===== src/rtl/iso14443a_tag_rx_decoder.sv =====
// ISO14443-A tag response decoder: majority-votes subcarrier samples into Manchester
// half-bits, then handles SOF, LSB-first bytes, odd parity, collisions and EOF.
module iso14443a_tag_rx_decoder #(
    parameter int unsigned HALF_SAMPLES = 4,
    parameter int unsigned MAJ_THRESH   = 2
) (
    input  logic       ck_1356meg,
    input  logic       nreset,
    input  logic       enable,
    input  logic       mod_bit,
    input  logic       mod_bit_valid,
    output logic [7:0] rx_byte,
    output logic       rx_byte_valid,
    output logic       rx_parity_err,
    output logic       rx_collision,
    output logic       frame_start,
    output logic       frame_end,
    output logic [2:0] frame_bits_last,
    output logic       busy
);

    localparam int unsigned SW   = (HALF_SAMPLES > 1) ? $clog2(HALF_SAMPLES) : 1;
    localparam int unsigned MW   = $clog2(HALF_SAMPLES + 1);
    localparam int unsigned LAST = HALF_SAMPLES - 1;

    typedef enum logic [1:0] {
        S_IDLE,
        S_SOF,
        S_DATA,
        S_EOF
    } state_t;

    state_t        state;
    logic [SW-1:0] samp_cnt;
    logic [MW-1:0] mod_cnt;
    logic          half_sel;
    logic          first_half;
    logic [3:0]    bit_cnt;
    logic [7:0]    shreg;
    logic          coll;

    logic [MW-1:0] mod_sum_c;
    logic          half_end_c;
    logic          half_mod_c;
    logic          pair_coll_c;
    logic          pair_eof_c;

    // Half-bit vote and pair classification; the decoded bit always equals the first half.
    always_comb begin
        mod_sum_c   = MW'(mod_cnt + MW'(mod_bit));
        half_end_c  = mod_bit_valid && (samp_cnt == SW'(LAST));
        half_mod_c  = (mod_sum_c >= MW'(MAJ_THRESH));
        pair_coll_c = first_half && half_mod_c;
        pair_eof_c  = !first_half && !half_mod_c;
    end

    always_ff @(posedge ck_1356meg) begin
        if (!nreset || !enable) begin
            state           <= S_IDLE;
            samp_cnt        <= '0;
            mod_cnt         <= '0;
            half_sel        <= 1'b0;
            first_half      <= 1'b0;
            bit_cnt         <= '0;
            shreg           <= '0;
            coll            <= 1'b0;
            rx_byte         <= '0;
            rx_byte_valid   <= 1'b0;
            rx_parity_err   <= 1'b0;
            rx_collision    <= 1'b0;
            frame_start     <= 1'b0;
            frame_end       <= 1'b0;
            frame_bits_last <= '0;
            busy            <= 1'b0;
        end else begin
            rx_byte_valid <= 1'b0;
            frame_start   <= 1'b0;
            frame_end     <= 1'b0;

            case (state)
                S_IDLE: begin
                    // First modulated sample is sample 0 of SOF half 1 and fixes the phase.
                    if (mod_bit_valid && mod_bit) begin
                        state    <= S_SOF;
                        busy     <= 1'b1;
                        samp_cnt <= SW'(1);
                        mod_cnt  <= MW'(1);
                        half_sel <= 1'b0;
                    end
                end

                S_SOF, S_DATA: begin
                    if (mod_bit_valid && !half_end_c) begin
                        samp_cnt <= SW'(samp_cnt + SW'(1));
                        mod_cnt  <= mod_sum_c;
                    end else if (half_end_c) begin
                        samp_cnt <= '0;
                        mod_cnt  <= '0;
                        half_sel <= !half_sel;
                        if (!half_sel) begin
                            first_half <= half_mod_c;
                        end else if (state == S_SOF) begin
                            if (first_half && !half_mod_c) begin
                                state       <= S_DATA;
                                frame_start <= 1'b1;
                                bit_cnt     <= '0;
                                shreg       <= '0;
                                coll        <= 1'b0;
                            end else begin
                                state <= S_IDLE;
                                busy  <= 1'b0;
                            end
                        end else if (pair_eof_c) begin
                            state     <= S_EOF;
                            frame_end <= 1'b1;
                            if (bit_cnt == 4'd0) begin
                                frame_bits_last <= '0;
                            end else begin
                                rx_byte_valid   <= 1'b1;
                                rx_byte         <= shreg;
                                rx_collision    <= coll;
                                rx_parity_err   <= (bit_cnt == 4'd8);
                                frame_bits_last <= bit_cnt[2:0];
                            end
                        end else if (bit_cnt == 4'd8) begin
                            // Parity slot: odd parity over data plus parity bit.
                            rx_byte_valid   <= 1'b1;
                            rx_byte         <= shreg;
                            rx_parity_err   <= !((^shreg) ^ first_half);
                            rx_collision    <= coll || pair_coll_c;
                            frame_bits_last <= '0;
                            bit_cnt         <= '0;
                            shreg           <= '0;
                            coll            <= 1'b0;
                        end else begin
                            shreg[bit_cnt[2:0]] <= first_half;
                            bit_cnt             <= 4'(bit_cnt + 4'd1);
                            coll                <= coll || pair_coll_c;
                        end
                    end
                end

                S_EOF: begin
                    state <= S_IDLE;
                    busy  <= 1'b0;
                end

                default: begin
                    state <= S_IDLE;
                    busy  <= 1'b0;
                end
            endcase
        end
    end

endmodule


===== config.mk =====
export PLATFORM = sky130hd
export DESIGN_NAME = iso14443a_tag_rx_decoder
export DESIGN_NICKNAME = d
export VERILOG_FILES = /design/src/rtl/iso14443a_tag_rx_decoder.sv
export SDC_FILE = /design/constraint.sdc
export NUM_CORES = 1
export LEC_CHECK = 0
export ABC_AREA = 1
export CAP_MARGIN = 20
export CORE_AREA = 2 2 94 96
export CTS_CLUSTER_SIZE = 30
export DETAILED_ROUTE_END_ITERATION = 7
export DIE_AREA = 0 0 96 98
export SLEW_MARGIN = 5
export SYNTH_ARGS = -nofsm -noshare
export SYNTH_HDL_FRONTEND = slang
export SYNTH_SLANG_ARGS = --single-unit

===== constraint.sdc =====
create_clock -name ck_1356meg -period 2 [get_ports ck_1356meg]
set_clock_uncertainty 0.05 [all_clocks]
set_input_delay 0.4 -clock ck_1356meg [delete_from_list [all_inputs] [get_ports ck_1356meg]]
set_output_delay 0.4 -clock ck_1356meg [all_outputs]
set_load 0.01 [all_outputs]

# Word-level counts from Yosys, hierarchy flattened
# Index checks and enable logic that the tools add are counted.
[op_classes]
order_cmp = 3
reduce_logical = 32
n_mux = 58
shifts = 0
div = 0
n_addsub = 3
n_bitwise = 6
n_mul = 0
n_eq_ne = 16
[op_table]
columns = ["operator", "count"]
rows = [
  ["2-to-1 mux 8 bit", 7],
  ["2-to-1 mux 1 bit", 25],
  ["2-to-1 mux 2 bit", 9],
  ["2-to-1 mux 3 bit", 6],
  ["AND reduction 6 bit", 3],
  ["2-to-1 mux 4 bit", 4],
  ["inequality test 2 bit, second input constant", 7],
  ["OR reduction 6 bit", 2],
  ["bitwise mux 8 bit", 1],
  ["AND reduction 4 bit", 2],
  ["XOR reduction 8 bit", 1],
  ["logical AND 1 bit", 7],
  ["zero test 1 bit", 7],
  ["AND reduction 7 bit", 1],
  ["== test 2 bit, second input constant", 3],
  ["inequality test 3 bit, second input constant", 2],
  ["case mux 2 bit (3 select lines)", 1],
  ["case mux 3 bit (2 select lines)", 1],
  ["NOT 1 bit", 5],
  ["AND reduction 5 bit", 1],
  ["adder 4 x 1 -> 4 bit, second input constant", 1],
  ["== test 4 bit, second input constant", 1],
  ["zero test 4 bit", 1],
  ["less-than comparator 3 x 4 -> 1 bit, second input constant", 1],
  ["other kinds (16)", 19],
]
[totals]
word_cells = 134
rom_bits = 0
latch_bits = 0
ramBits = 0
ff_bits = 39
mem_count = 0

# Longest topological paths before layout
# Gate-level depths: netlist (run 1).
[depth]
word_depth = 10
ltp_mapped = 11
depth_no_buf = 11

# Least setup slack after synthesis (run 1)
# Ideal clock, no wire load.
[synth_path]
path_type = "input to register"
startpoint = "input mod_bit"
endpoint = "register bit_cnt[2]"
setup_slack_ns = 0.179
setup_ns = 0.115
arrival_ns = 1.656
required_ns = 1.835
path_buffers = 1
stages = 10
path_cell_list = "ha_1 -> ha_1 -> xor2_1 -> nor2_2 -> nand2_4 -> nand3_4 -> inv_6 -> buf_12 -> a21oi_1 -> nor2_1"
[synth_via]
elab_chain_len = 6
word_cells_on_any_way = 8
cone_classes = "add/sub (1); order compare (1); eq/ne (2); reduce/logical (4)"
[synth_lines]
columns = ["element", "line", "text"]
rows = [
  ["start, declared", "10", "input logic mod_bit,"],
  ["adder 3 x 1 -> 3 bit (*)", "50", "mod_sum_c = MW'(mod_cnt + MW'(mod_bit));"],
  [">= comparator 3 x 2 -> 1 bit (*)", "52", "half_mod_c = (mod_sum_c >= MW'(MAJ_THRESH));"],
  ["zero test 1 bit (*)", "54, 103", ""],
  ["logical AND 1 bit, on equally long branches", "103, 54", ""],
  ["inequality test 2 x 1 -> 1 bit (no line)", "--", ""],
  ["AND reduction 6 bit (no line) (*)", "--", ""],
  ["end signal, assigned", "137", "bit_cnt <= 4'(bit_cnt + 4'd1);"],
  ["end, declared", "38", "logic [3:0] bit_cnt;"],
]
# Mark *: on every way between the ends. The rest lies on a longest branch, timed or not.
# A chain may end at the register's enable or synchronous reset.

# Worst setup path after layout (run 1)
[layout_path]
startpoint = "input mod_bit"
endpoint = "register rx_byte[2]"
[layout_via]
elab_chain_len = 6
word_cells_on_any_way = 8
cone_classes = "add/sub (1); order compare (1); eq/ne (1); mux (1); reduce/logical (4)"
[layout_lines]
columns = ["element", "line", "text"]
rows = [
  ["adder 3 x 1 -> 3 bit (*)", "50", ""],
  [">= comparator 3 x 2 -> 1 bit (*)", "52", ""],
  ["zero test 1 bit (*)", "54", "pair_eof_c = !first_half && !half_mod_c;"],
  ["logical AND 1 bit (*)", "54", ""],
  ["inequality test 2 bit (no line) or nonzero test 2 bit (tied branches)", "--", ""],
  ["AND reduction 7 bit (no line)", "--", ""],
  ["end signal, assigned", "120", "rx_byte <= shreg;"],
  ["end signal, assigned", "128", "rx_byte <= shreg;"],
  ["end, declared", "12", "output logic [7:0] rx_byte,"],
]
# Marked as above.

==> impl_metrics.csv, run 1 <==
group,metric,value,unit
floorplan,design.die.area,9410,µm²
global_routing,antenna_found_initial,0,
timing,period_share,0.919,
yosys,synth_most_common_cell,"nand2_1",
cts,clkTransAtPathRegs,0.08,ns
detailed_routing,drc_errors,0,
global_routing,grt.overflow.total,0,
timing,rsz0062_at_grt,"false",
floorplan,rows,34,
power_and_ir_drop,powerDensity,608,nW/µm²
critical_path,cp_max_fo,20,
yosys,ys_top_cells_by_area,"dfxtp_1, nand2_1, a21oi_1",
yosys,synthTopCellsByCount,"nand2_1, dfxtp_1, inv_1, nor2_1, a21oi_1",
detailed_routing,viasPerCell,4.26,
critical_path,reg2reg_from,"state[1]",
critical_path,worst-endpoint-arrival,1.99,ns
yosys,netlist-cell-type-count,30,
cells_and_area,area_growth,25.9,%
detailed_routing,routedWlPerCell,10.0,µm
yosys,synth_edf_count,0,
critical_path,worst_setup_path_end_kind,"flop",
detailed_routing,vias,1887,
floorplan,io_pins,22,
placed_design,gp_congestion,0.814,
yosys,synthArstFlopShare,0,
timing,hold_viol,0,
detailed_routing,ant_nets,0,
global_routing,grt_pass1_wl,8040,µm
cts,cts_root_buf,"clkbuf_8",
critical_path,slowest_delay,0.25,ns
yosys,netlist_instances,297,
yosys,synth_flop_cell,"dfxtp_1",
cts,clk_latency,0.29,ns
yosys,ys_warn_count,0,
min_path,hold_path.class,"reg -> reg",
floorplan,die_h,98,µm
yosys,syn_nets,311,
cells_and_area,num-fill-cells,916,
timing,setup_viol,0,
timing,report.final.slew_viol_count,0,
cells_and_area,postLayoutCoreUtil,0.319,
yosys,avgSynthCellArea,7.22,µm²
placed_design,place_ws,-0.371,ns
yosys,yosys.area.top_type,"dfxtp_1",
critical_path,criticalPathCategory,"in -> reg",
cts,h-tree-depth,2,
power_and_ir_drop,ir_drop,351,µV
timing,fin_crit,1.84,ns
outcome,status,"complete, no violations",
yosys,synth-seq-cells,39,
yosys,synth.cell_area,2140,µm²
cells_and_area,design_area,2700,µm²
global_routing,grt_usage,0.107,
cts,hold_buffers,0,
placed_design,port_buffers,21,
critical_path,cp.required,2.15,ns
power_and_ir_drop,total_power,0.00164,W
floorplan,initial_core_util,0.253,
detailed_routing,first_iter_violations,73,
power_and_ir_drop,p_leak,1.03,nW
critical_path,startpoint,"mod_bit",
detailed_routing,routed_wirelength,4440,µm
cts,clkSinkCount,39,
cells_and_area,antenna_cells,0,
timing,fmax,544,MHz
cts,cts_buffers,5,
cells_and_area,final_layout_size_suffix_gt1_frac,0.173,
critical_path,start_kind,"input port",
critical_path,cpMaxStageDelayCell,"dlygate4sd2_1",
timing,maxSlewHeadroom,0.773,
placed_design,place_hpwl,3290,µm
placed_design,place_area,2570,µm²
yosys,yosysSeqAreaShare,0.364,
floorplan,die_w,96,µm
detailed_routing,drtPass1Iterations,4,
min_path,min-delay-start,"rx_byte[6]",
timing,worst_slack,0.161,ns
cts,cts_tree,"yes",
yosys,yosysTopAreaCellShare,0.364,
cells_and_area,fin_nets,348,
cts,clk_path_buf_depth,2,
floorplan,core_area,8470,µm²
critical_path,crit_chain,"dlygate4sd2_1 -> ha_1 -> ha_2 -> xor2_1 -> nor2_2 -> nand2_4 -> nand2_1 -> nand3_2 -> buf_12 -> o21ai_1 -> a21oi_1",
global_routing,grt_pass1_vias,1782,
timing,tightest_slew,0.338,ns
global_routing,grt_max_degree,21,
run,cap_violations,0,
## critical path, delay by kind of cell
kind	cells	cell delay (ns)
xor+xnor	1	0.16
buf+inv	2	0.41
simple gates	4	0.45
fa+ha+maj	2	0.38
compound gates	2	0.18
## final timing paths
kind                                    to  slack [ns]  cells after the start
worst min-delay path            rx_byte[6]        0.40                      2
worst min register to register  rx_byte[6]        0.40                      2
worst max-delay path            rx_byte[2]        0.16                     11
worst max register to register  bit_cnt[3]        0.18                      9
## layout make-up
class,instances,area (µm²),area share
Multi-Input combinational cell,212,1160,0.429
Sequential cell,39,781,0.289
Timing Repair Buffer,38,362,0.134
Inverter,38,151,0.0561
Tap cell,108,135,0.0501
Clock buffer,5,68.8,0.0255
Clock inverter,3,43.8,0.0162
## layout by cell type, fill, tap and decap left out, drive strengths merged
master,instances
ha,9
dfxtp,39
clkbuf,5
nor2,31
a31oi,1
clkdlybuf4s50,20
o21ai,23
dlygate4sd2,1
xnor2,3
or2,1
clkinv,3
buf,17
nor3,4
inv,37
nand3,30
o21bai,1
a21oi,33
nand2,74
bufinv,1
xor2,2
## metal layers
| metal | vias to the layer above | GRT usage | wire (µm) | share of wire |
|---|---|---|---|---|
| met2 | 28 | 0.154 | 1890 | 0.43 |
| met5 | - | 0 | 0 | 0 |
| met3 | 5 | 0.0278 | 202 | 0.045 |
| met1 | 824 | 0.146 | 2280 | 0.51 |
| li1 | 1030 | - | - | - |
| met4 | 0 | 0.0516 | 74 | 0.017 |
## logic make-up (layout without fill, tap and decap cells)
kind of cell | after synthesis | count (layout) | synth area share
buffers and inverters | 46 | 84 | 0.103
DFF | 39 | 39 | 0.364
adders and majority gates | 9 | 9 | 0.0525
and+or+nand+nor | 140 | 140 | 0.306
AOI/OAI and AO/OA | 58 | 58 | 0.153
xor gates and xnor gates | 5 | 5 | 0.0204
## state kept, by name, indices dropped and copies added (netlist names), 2 cells and up
register and flops:
bit_cnt 4, frame_bits_last 3, mod_cnt 3, rx_byte 8, samp_cnt 2, shreg 8, state 2
## through the flow
step,hold WS [ns],instances,TNS [ns]
after CTS,0.400,443,0
final,0.396,443,0
after global routing,0.412,443,0
after floorplan,0.399,297,0
after detailed placement,0.387,435,-9.75
after global placement,0.380,435,-8.81
## where the power goes
group / switching [W] / internal [W]
registers: 0.00000437 / 0.000783
clock network: 0.000299 / 0.000372
logic: 0.000106 / 0.0000755
total: 0.000410 / 0.00123
## what timing repair did
action / 4_1_cts / 5_1_grt
buffers inserted: 0 / 0
setup endpoints to repair: 13 / 26
pin swaps: 1 / 0
resized for setup: 4 / 4
Note: power is estimated with default switching activity, not from simulation.
==> run 2: changes to the inputs <==
Clock period 2 ns to 2.25 ns, I/O delays scaled along.
==> impl_metrics.csv, run 2 (synthesis gave the netlist of run 1 again) <==
group,metric,value,unit
detailed_routing,routed_wirelength,4420,µm
cts,cts_tree,"yes",
power_and_ir_drop,p_clk_frac,0.457,
cts,h-tree-depth,2,
critical_path,worstPathBufferInverterCount,2,
global_routing,antenna_found_initial,0,
cts,cts_buffers,5,
critical_path,criticalPathCategory,"in -> reg",
cts,cts_root_buf,"clkbuf_8",
floorplan,die_w,96,µm
critical_path,cp.required,2.40,ns
critical_path,cp_max_fo,20,
timing,worst_slack,0.147,ns
global_routing,grt_usage,0.105,
power_and_ir_drop,total_power,0.00155,W
floorplan,die_h,98,µm
floorplan,core_area,8470,µm²
global_routing,grt.met2_usage,0.168,
detailed_routing,ant_nets,0,
critical_path,reg2reg_from,"state[1]",
timing,rsz0062_at_grt,"false",
cells_and_area,layout_commonest_cell,"nand2_1",
cts,clk_path_buf_depth,2,
detailed_routing,drtPass1Iterations,4,
cts,clkTransAtPathRegs,0.09,ns
timing,setup_viol,0,
timing,fmax,476,MHz
critical_path,reg2reg_depth,10,
cells_and_area,final_layout_size_suffix_gt1_frac,0.155,
critical_path,worst-endpoint-arrival,2.25,ns
timing,report.final.slew_viol_count,0,
floorplan,initial_core_util,0.253,
detailed_routing,routedWlPerCell,10.1,µm
cells_and_area,fin_nets,342,
power_and_ir_drop,p_seq_frac,0.451,
cells_and_area,area_growth,23.6,%
global_routing,grt_max_degree,21,
timing,maxSlewHeadroom,0.744,
cts,clkSinkCount,39,
timing,hold_viol,0,
power_and_ir_drop,power_frac_comb,0.091,
critical_path,crit_chain,"clkdlybuf4s50_1 -> ha_2 -> ha_1 -> xor2_1 -> nor2_2 -> nand2_4 -> nand2_1 -> nand3_2 -> buf_12 -> o21ai_1 -> a21oi_1",
critical_path,start_kind,"input port",
power_and_ir_drop,p_int,0.00119,W
outcome,status,"complete, no violations",
floorplan,design.die.area,9410,µm²
cells_and_area,antenna_cells,0,
power_and_ir_drop,p_leak,0.994,nW
global_routing,grt_pass1_vias,1813,
global_routing,gr-usage-met1,0.133,
critical_path,startpoint,"mod_bit",
critical_path,cp-endpoint,"rx_byte[2]",
power_and_ir_drop,powerDensity,585,nW/µm²
critical_path,cp.depth,11,
power_and_ir_drop,p_sw,0.000361,W
placed_design,gp_congestion,0.776,
detailed_routing,first_iter_violations,97,
detailed_routing,viasPerCell,4.28,
timing,tightest_slew,0.379,ns
critical_path,slowest_delay,0.43,ns
critical_path,r2r-end,"rx_byte[2]",
timing,period_share,0.934,
run,cap_violations,0,
critical_path,worst_setup_path_end_kind,"flop",
placed_design,place_hpwl,3270,µm
min_path,hold_path.class,"reg -> reg",
critical_path,rrSetupSlack,0.27,ns
global_routing,grt-busiest-layer,"met2",
power_and_ir_drop,netSwitchingFraction,0.232,
floorplan,rows,34,
cts,clk_latency,0.30,ns
cells_and_area,top_regs,"rx_byte x8, shreg x8, bit_cnt x4",
global_routing,grt.overflow.total,0,
detailed_routing,vias,1871,
critical_path,crit_family,"buffers and inverters",
power_and_ir_drop,ir_drop,242,µV
detailed_routing,drc_errors,0,
critical_path,cpMaxStageDelayCell,"clkdlybuf4s50_1",
timing,fin_crit,2.10,ns
global_routing,grt_pass1_wl,8000,µm
floorplan,io_pins,22,
cells_and_area,final_cell_mix,"nand2_1, dfxtp_1, inv_1",
global_routing,grt_util_met3,0.0293,
placed_design,port_buffers,21,
placed_design,place_ws,-0.172,ns
cts,hold_buffers,0,
==> run 2: how the worst min path moves through the flow <==
stage / endpoint / from / depth (start not counted) / slack, ns
2_1_floorplan: samp_cnt[1] / samp_cnt[1] / 2 / 0.40
3_3_place_gp: rx_byte[5] / rx_byte[5] / 2 / 0.38
3_5_place_dp: rx_byte[0] / rx_byte[0] / 2 / 0.39
4_1_cts: rx_byte[0] / rx_byte[0] / 2 / 0.40
5_1_grt: rx_byte[5] / rx_byte[5] / 2 / 0.41
6_report: rx_byte[5] / rx_byte[5] / 2 / 0.39
==> run 2: tightest hold or removal path, cell delays in order, from the launching register on <==
cell     delay, ns
dfxtp_1       0.32
inv_1         0.05
a21oi_1       0.05
==> run 2: area by class of cell <==
cell class                 instances  area [µm²]
clock buffer                       5        68.8
timing repair buffer              32         305
tap                              108         135
clock inverter                     3        67.6
fill                             903        5820
multi-input combinational        212        1140
inverter                          38         149
sequential                        39         781
==> run 2: layer usage <==
| metal | share of wire | up-vias |
|---|---|---|
| met4 | 0.016 | 0 |
| li1 | - | 1020 |
| met5 | 0 | - |
| met3 | 0.054 | 5 |
| met2 | 0.44 | 36 |
| met1 | 0.49 | 810 |
==> run 2: per-stage QoR <==
stage,area [µm²],std cells,setup TNS (ns),hold WS (ns),util
4_1_cts,2650,437,0,0.400,0.313
3_3_place_gp,2510,429,-2.47,0.384,0.297
5_1_grt,2650,437,0,0.407,0.313
2_1_floorplan,2140,297,0,0.399,-
3_5_place_dp,2510,429,-3.57,0.386,0.297
6_report,2650,437,0,0.393,0.313
==> run 2: timing repair <==
action | in CTS | in global routing
setup buffers | 0 | 0
resized for setup | 0 | 1
setup endpoints to repair | 0 | 3
==> run 2: power groups by stage <==
stage                     clock, W  combinational (W)  sequential, W
after floorplan                  0          0.0000984       0.000716
after global placement           0           0.000140       0.000716
after detailed placement         0           0.000143       0.000716
after CTS                 0.000731           0.000143       0.000700
after global routing      0.000753           0.000164       0.000701
final                     0.000709           0.000142       0.000700
